`config.mk`:
```
export PLATFORM = sky130hd
export DESIGN_NAME = uart_rx
export DESIGN_NICKNAME = d
export VERILOG_FILES = /design/src/rtl/uart_rx.sv
export SDC_FILE = /design/constraint.sdc
export NUM_CORES = 1
export LEC_CHECK = 0
export BUFFER_PORTS_ARGS = -buffer_cell sky130_fd_sc_hd__buf_2
export CAP_MARGIN = 10
export CORE_UTILIZATION = 57
export CTS_CLUSTER_DIAMETER = 200
export DETAILED_ROUTE_END_ITERATION = 12
export GPL_TIMING_DRIVEN = 0
export PLACE_DENSITY = 0.76
export SYNTH_ARGS = -nofsm -noshare
export SYNTH_HDL_FRONTEND = slang
export SYNTH_SLANG_ARGS = --single-unit
export TNS_END_PERCENT = 5
```
`constraint.sdc`:
```
create_clock -name clock -period 2.4 [get_ports clock]
set_input_delay 0.24 -clock clock [delete_from_list [all_inputs] [get_ports clock]]
set_output_delay 0.24 -clock clock [all_outputs]
set_load 0.02 [all_outputs]
```
`src/rtl/uart_rx.sv`:
```
// uart_rx: 16x-oversampled UART receiver with start-bit validation, framing-error
// detection and break hold-off until the line returns high.
module uart_rx #(
    parameter int DATA_BITS = 8
) (
    input  logic                 clock,
    input  logic                 reset_n,
    input  logic                 ce_16,
    input  logic                 ser_in,
    output logic [DATA_BITS-1:0] rx_data,
    output logic                 new_rx_data,
    output logic                 framing_error,
    output logic                 rx_busy
);
    typedef enum logic [2:0] {IDLE, START, DATA, STOP, BREAK} state_t;
    localparam logic [3:0] LAST_BIT = 4'(DATA_BITS - 1);
    state_t               state;
    logic                 rx_m;
    logic                 rx_s;
    logic [3:0]           cnt16;
    logic [3:0]           bit_cnt;
    logic [DATA_BITS-1:0] shreg;
    always_ff @(posedge clock or negedge reset_n) begin
        if (!reset_n) begin
            rx_m <= 1'b1;
            rx_s <= 1'b1;
        end else begin
            rx_m <= ser_in;
            rx_s <= rx_m;
        end
    end
    // Start is confirmed at tick 7 (mid start bit); data and stop are then sampled every 16 ticks.
    always_ff @(posedge clock or negedge reset_n) begin
        if (!reset_n) begin
            state         <= IDLE;
            cnt16         <= 4'd0;
            bit_cnt       <= 4'd0;
            shreg         <= '0;
            rx_data       <= '0;
            new_rx_data   <= 1'b0;
            framing_error <= 1'b0;
            rx_busy       <= 1'b0;
        end else begin
            new_rx_data   <= 1'b0;
            framing_error <= 1'b0;
            if (ce_16) begin
                case (state)
                    IDLE: begin
                        cnt16 <= 4'd0;
                        if (!rx_s) begin
                            state   <= START;
                            cnt16   <= 4'd1;
                            rx_busy <= 1'b1;
                        end
                    end
                    START: begin
                        cnt16 <= cnt16 + 4'd1;
                        if (cnt16 == 4'd7) begin
                            cnt16   <= 4'd0;
                            bit_cnt <= 4'd0;
                            state   <= rx_s ? IDLE : DATA;
                            rx_busy <= !rx_s;
                        end
                    end
                    DATA: begin
                        cnt16 <= cnt16 + 4'd1;
                        if (cnt16 == 4'd15) begin
                            shreg   <= {rx_s, shreg[DATA_BITS-1:1]};
                            bit_cnt <= bit_cnt + 4'd1;
                            if (bit_cnt == LAST_BIT) state <= STOP;
                        end
                    end
                    STOP: begin
                        cnt16 <= cnt16 + 4'd1;
                        if (cnt16 == 4'd15) begin
                            if (rx_s) begin
                                rx_data     <= shreg;
                                new_rx_data <= 1'b1;
                                state       <= IDLE;
                                rx_busy     <= 1'b0;
                            end else begin
                                framing_error <= 1'b1;
                                state         <= BREAK;
                            end
                        end
                    end
                    BREAK: begin
                        cnt16 <= 4'd0;
                        if (rx_s) begin
                            state   <= IDLE;
                            rx_busy <= 1'b0;
                        end
                    end
                    default: begin
                        state   <= IDLE;
                        rx_busy <= 1'b0;
                    end
                endcase
            end
        end
    end
endmodule

```
; ---- Yosys cells after proc, flatten, opt, wreduce, memory -nomap -nowiden
; Cells that the tools add are included.
[op_classes]
addsub = 2
multipliers = 0
n_div = 0
order_cmp = 0
eq_ne = 13
shifts = 0
mux = 28
bitwise = 1
reduce_logical = 11
[ops]
columns = cell, n
row1 = $mux W3, 7
row2 = $pmux W4 S4, 1
row3 = $pmux W3 S5, 1
row4 = $mux W1, 13
row5 = $mux W4, 3
row6 = $ne A2 B2 Y1 const B, 6
row7 = $add A4 B1 Y4 const B, 2
row8 = $eq A4 B3 Y1 const B, 2
row9 = $pmux W4 S2, 1
row10 = $reduce_and A4 Y1, 2
row11 = $reduce_and A7 Y1, 1
row12 = $eq A3 B2 Y1 const B, 2
row13 = $pmux W1 S5, 1
row14 = $reduce_and A5 Y1, 1
row15 = $eq A4 B4 Y1 const B, 1
row16 = $reduce_bool A4 Y1, 1
row17 = $eq A3 B1 Y1 const B, 1
row18 = $eq A3 B3 Y1 const B, 1
row19 = $logic_not A3 Y1, 1
row20 = $reduce_and A3 Y1, 1
row21 = $mux W2, 1
row22 = $reduce_and A2 Y1, 1
row23 = $reduce_bool A2 Y1, 1
row24 = $reduce_or A2 Y1, 1
row25 = other kinds (2), 2
[word_totals]
reg_bits = 32
latch_bits = 0
ram_bits = 0
mem_bits_ro = 0
in_bits = 4
out_inout_bits = 11
wordCells = 65
mem_count = 0

; ---- Logic depth before layout (Yosys ltp)
[logic_depth]
depth_word = 4
mapped_depth = 6
depth_no_buf = 5

; ---- Worst setup path before layout
; Ideal clock, no wire load.
[synth_timing]
path_kind = reg-to-reg
start = reg cnt16[0]
end = reg state[0]
setup_time_ns = 0.125
t_arrival_ns = 1.680
t_required_ns = 2.275
setup_slack_ns = 0.595
stages_incl_launch_ff = 7
n_path_buf = 1
synth_period_minus_slack_ns = 1.805
path_cell_list = dfrtp_1 -> ha_1 -> and3_1 -> buf_6 -> o32a_1 -> and3_4 -> mux2_4
[synth_via]
elab_chain_cells = 3
word_cells_on_any_way = 6
cone_classes = eq/ne: 5 / reduce/logical: 1
[synth_rtl]
columns = element, line_no
row1 = start: declaration, 20  ; logic [3:0] cnt16;
row2 = start signal: assignment, 57  ; cnt16 <= cnt16 + 4'd1;
row3 = start signal: assignment, 66  ; cnt16 <= cnt16 + 4'd1;
row4 = start signal: assignment, 74  ; cnt16 <= cnt16 + 4'd1;
row5 = $eq A4 B4 Y1 / $eq A4 B3 Y1 (equally long branches), "67, 75, 58"
row6 = $ne A2 B2 Y1 (no line), -
row7 = $reduce_and A7 Y1 (no line) (*), -
row8 = end signal: assignment, 61  ; state <= rx_s ? IDLE : DATA;
row9 = end: declaration, 17  ; state_t state;
; Every way passes the cells marked *; elsewhere a longest branch is shown, timed or not.
; A chain may end at the register's enable or synchronous reset.

; ---- Worst setup path after layout
; Same ends and word-level chain as after synthesis.

==> metrics.md <==
| Metric | Value |
|---|---|
| Maximum clock insertion buffer count | 2 |
| Num rows | 18 |
| Time the final worst path needs with I/O delays and setup | around 1.9 ns |
| Fillcell total | 194 |
| Hold Crit Class | input port to register |
| Nets in the synthesized netlist | 130 |
| Worst-skew pair later-pin latency | 0.33 ns |
| Total Power Consumption | ~1.4 mW |
| Endpoint arrival time on the critical path | roughly 2.1 ns |
| Yosys warning total | 0 |
| Mean post-synth cell area | between 10 and 15 um^2 |
| Part of the cycle the worst path needs | 0.7935 |
| Global Route Usage Sum | 0.2349 |
| Horiz. Die Dim | 53.20 um |
| Run status | completed |
| Static Leak | 0.8543 nW |
| Total power divided by cell area | 811.8 nW/um^2 |
| Vias per inst | roughly 5.7 |
| Final WL | about 2.6 mm |
| Inst Count DP | around 170 |
| Die height | 53.20 um |
| Antenna Cells | 0 |
| Setup slack, reg-to-reg | ~0.50 ns |
| Starting Density | 0.6030 |
| Detailed placer's ending HPWL | about 1.9 mm |
| Number of maximum-capacitance constraint violations | 0 |
| Critical path capture point type | register |
| Fin. max-slew vios | 0 |
| Upper clock frequency limit | ~0.53 GHz |
| Peak fanout along the critical path | 5 |
| Buffers added on ports | 13 |
| Core occupancy in the finished layout | 0.6727 |
| Layout Area Growth over Synthesis | 11.56% |
| Setup TNS | 0 ns |
| Number of different library cells in the post-synthesis netlist | 41 |
| Antenna violations before repair | 0 |
| Wire length of the first global-routing pass | around 4.5 mm |
| Clk_skew | 0.006682 ns |
| Floorplan Core Area | 2477 um^2 |
| Hold Fails Final Rpt | 0 |
| Start point of the worst hold path | ce_16 |
| Post-CTS clock slew at the launch and capture registers of the worst setup and hold paths | 0.09 ns |
| Final setup violation count | 0 |
| Worst slew margin relative to its limit | 0.5336 |
| First-pass iteration count of the detailed router | 4 |
| Longest individual stage delay on the worst path | roughly 0.42 ns |
| Critical R2R Launch | cnt16[0] |
| Wire per inst | between 10 and 15 um |
| Setup bufs post-CTS | 0 |
| End point of the critical path | state[0] |
| Via count of the first global-routing pass | slightly below 1,000 |
| Peak supply drop | around 0.6 mV |
| Total placed instance area | 1597 um^2 |
| Area of the die | between 2000 and 3000 um^2 |
| Leading cell type in the layout, fill and taps excluded | sky130_fd_sc_hd__dfrtp_1 |
| Worst EP required | roughly 2.6 ns |
| DRC violations left | 0 |
| Crit path max-delay cell type | sky130_fd_sc_hd__dfrtp_1 |
| Sequential area share after synthesis | 0.5377 |
| Number of buffers inserted during clock tree synthesis | 5 |
| Crit Reg-Reg Endpoint | state[0] |
| Depth of the worst register-to-register path | 6 |
| Buffers & Inverters on Critical Path | 1 |
| Post-synth design cell area | 1494 um^2 |
| Congestion Overflow GR | 0 |
| Final Instance Area | 1667 um^2 |
| Total vias in the final route | slightly above 1,000 |
| Category of the critical setup timing path | register to register |
| Setup repair after global routing missed its margin | no |
| # H-tree levels | 2 |
| Synthesized instance count | approximately 120 |
| Critical path startpoint category | register |
| Number of primary I/O pins | 15 |
| Maximum number of pins on one net before global-route repair | 33 |
| Clock tree from TritonCTS | built |
| Critical path origin | cnt16[0] |
| Number of sinks handled by clock tree synthesis | 32 |
| CP top delay family | flip-flops |
| Share of cells above drive strength 1 | 0.3469 |
| Post-layout nets | 152 |
| Clock root buffer master | sky130_fd_sc_hd__clkbuf_4 |
| Leading cell types in the layout, fill and taps excluded | sky130_fd_sc_hd__dfrtp_1 (30), sky130_fd_sc_hd__mux2_2 (16), sky130_fd_sc_hd__buf_2 (14), sky130_fd_sc_hd__nand2_1 (14), sky130_fd_sc_hd__o21ai_0 (8) |
| Final non-filler cell total | 177 |
| CP Depth | 6 |
| Iteration-0 DRC Markers | 7 |
| Placer's final routability congestion estimate | 0.8312 |
| Slew @ Worst Pin | between 0.6 and 0.7 ns |
| Count of antenna-violating nets left after detailed routing | 0 |
| Cells along the critical path | ha_1 > and3_1 > buf_6 > o32a_1 > and3_4 > mux2_4 |
| Register bit total from synthesis | 32 |
==> cells by family (layout without fill, tap and decap cells) <==
family          count (synthesis)  in the layout  synth area share
xor+xnor                        1              1          0.005864
compound gates                 22             22           0.09883
fa+ha+maj                       2              2           0.01675
buf+inv                         8             31           0.03852
flops                          32             32            0.5377
mux                            17             17            0.1306
simple gates                   42             42            0.1717
==> stage by stage <==
stage | hold WS [ns] | setup slack, ns
6_report | 0.2523 | 0.4955
2_1_floorplan | -0.05559 | 0.5947
4_1_cts | 0.2362 | 0.4957
3_5_place_dp | 0.3205 | 0.5113
5_1_grt | 0.2587 | 0.4229
3_3_place_gp | 0.3127 | 0.5407
==> cell usage after synthesis, drive strengths merged <==
master	instances	area (um^2)
nor3b	2	20.02
or3b	1	8.760
and3	2	17.52
or2	1	6.260
nand3	5	30.03
o32a	1	10.01
and3b	1	8.760
nand2	15	58.81
buf	5	46.29
a21oi	2	10.01
a211oi	1	7.510
and2b	3	22.52
o2111ai	1	8.760
xnor2	1	8.760
inv	3	11.26
and4	1	10.01
o211ai	1	7.510
ha	2	25.02
dfstp	2	52.55
mux2	17	195.2
and2	2	12.51
o21ba	1	10.01
a21o	3	23.77
dfrtp	30	750.7
a22o	1	8.760
nand4b	2	17.52
or4	2	15.01
nor2	2	7.510
o21ai	8	40.04
a31oi	2	12.51
a41oi	1	8.760
nand3b	2	15.01
nor2b	1	6.260
==> worst min path at each step <==
stage | endpoint | slack (ns) | depth (start not counted)
after floorplan | bit_cnt[0] | -0.06 | 0
after global placement | new_rx_data | 0.31 | 1
after detailed placement | bit_cnt[2] | 0.32 | 1
after CTS | state[1] | 0.24 | 2
after global routing | state[1] | 0.26 | 2
final | state[1] | 0.25 | 2
==> state kept, by name, summed over array words and instances (netlist names) <==
register       count
rx_data            8
shreg              8
rx_s               1
state              3
rx_m               1
framing_error      1
bit_cnt            4
cnt16              4
rx_busy            1
new_rx_data        1
==> per-layer routing <==
layer  vias up  GRT usage  wire, um
met1       493     0.2921      1195
met4         0    0.09649        44
met2        19     0.3650      1245
li1        496          -         -
met5         -          0         0
met3         7    0.08908       114
==> area by class of cell <==
class	count	area [um^2]	share of cell area
timing repair buffer	15	85.08	0.05105
tap	30	37.54	0.02252
multi-input combinational	84	633.1	0.3799
clock buffer	7	45.04	0.02703
sequential	32	803.3	0.4820
inverter	3	11.26	0.006757
clock inverter	1	5.005	0.003003
buffer	5	46.29	0.02778
==> repair_timing <==
item                      CTS  global route
hold buffers                2             0
gates resized for setup     0             0
hold endpoints to repair   31             0
==> where the power goes <==
group          internal, mW  switching, mW
Sequential            0.613         0.0765
Clock                 0.114          0.168
Combinational         0.188          0.194
Total                 0.914          0.438
Note: power is estimated with default switching activity, not from simulation.
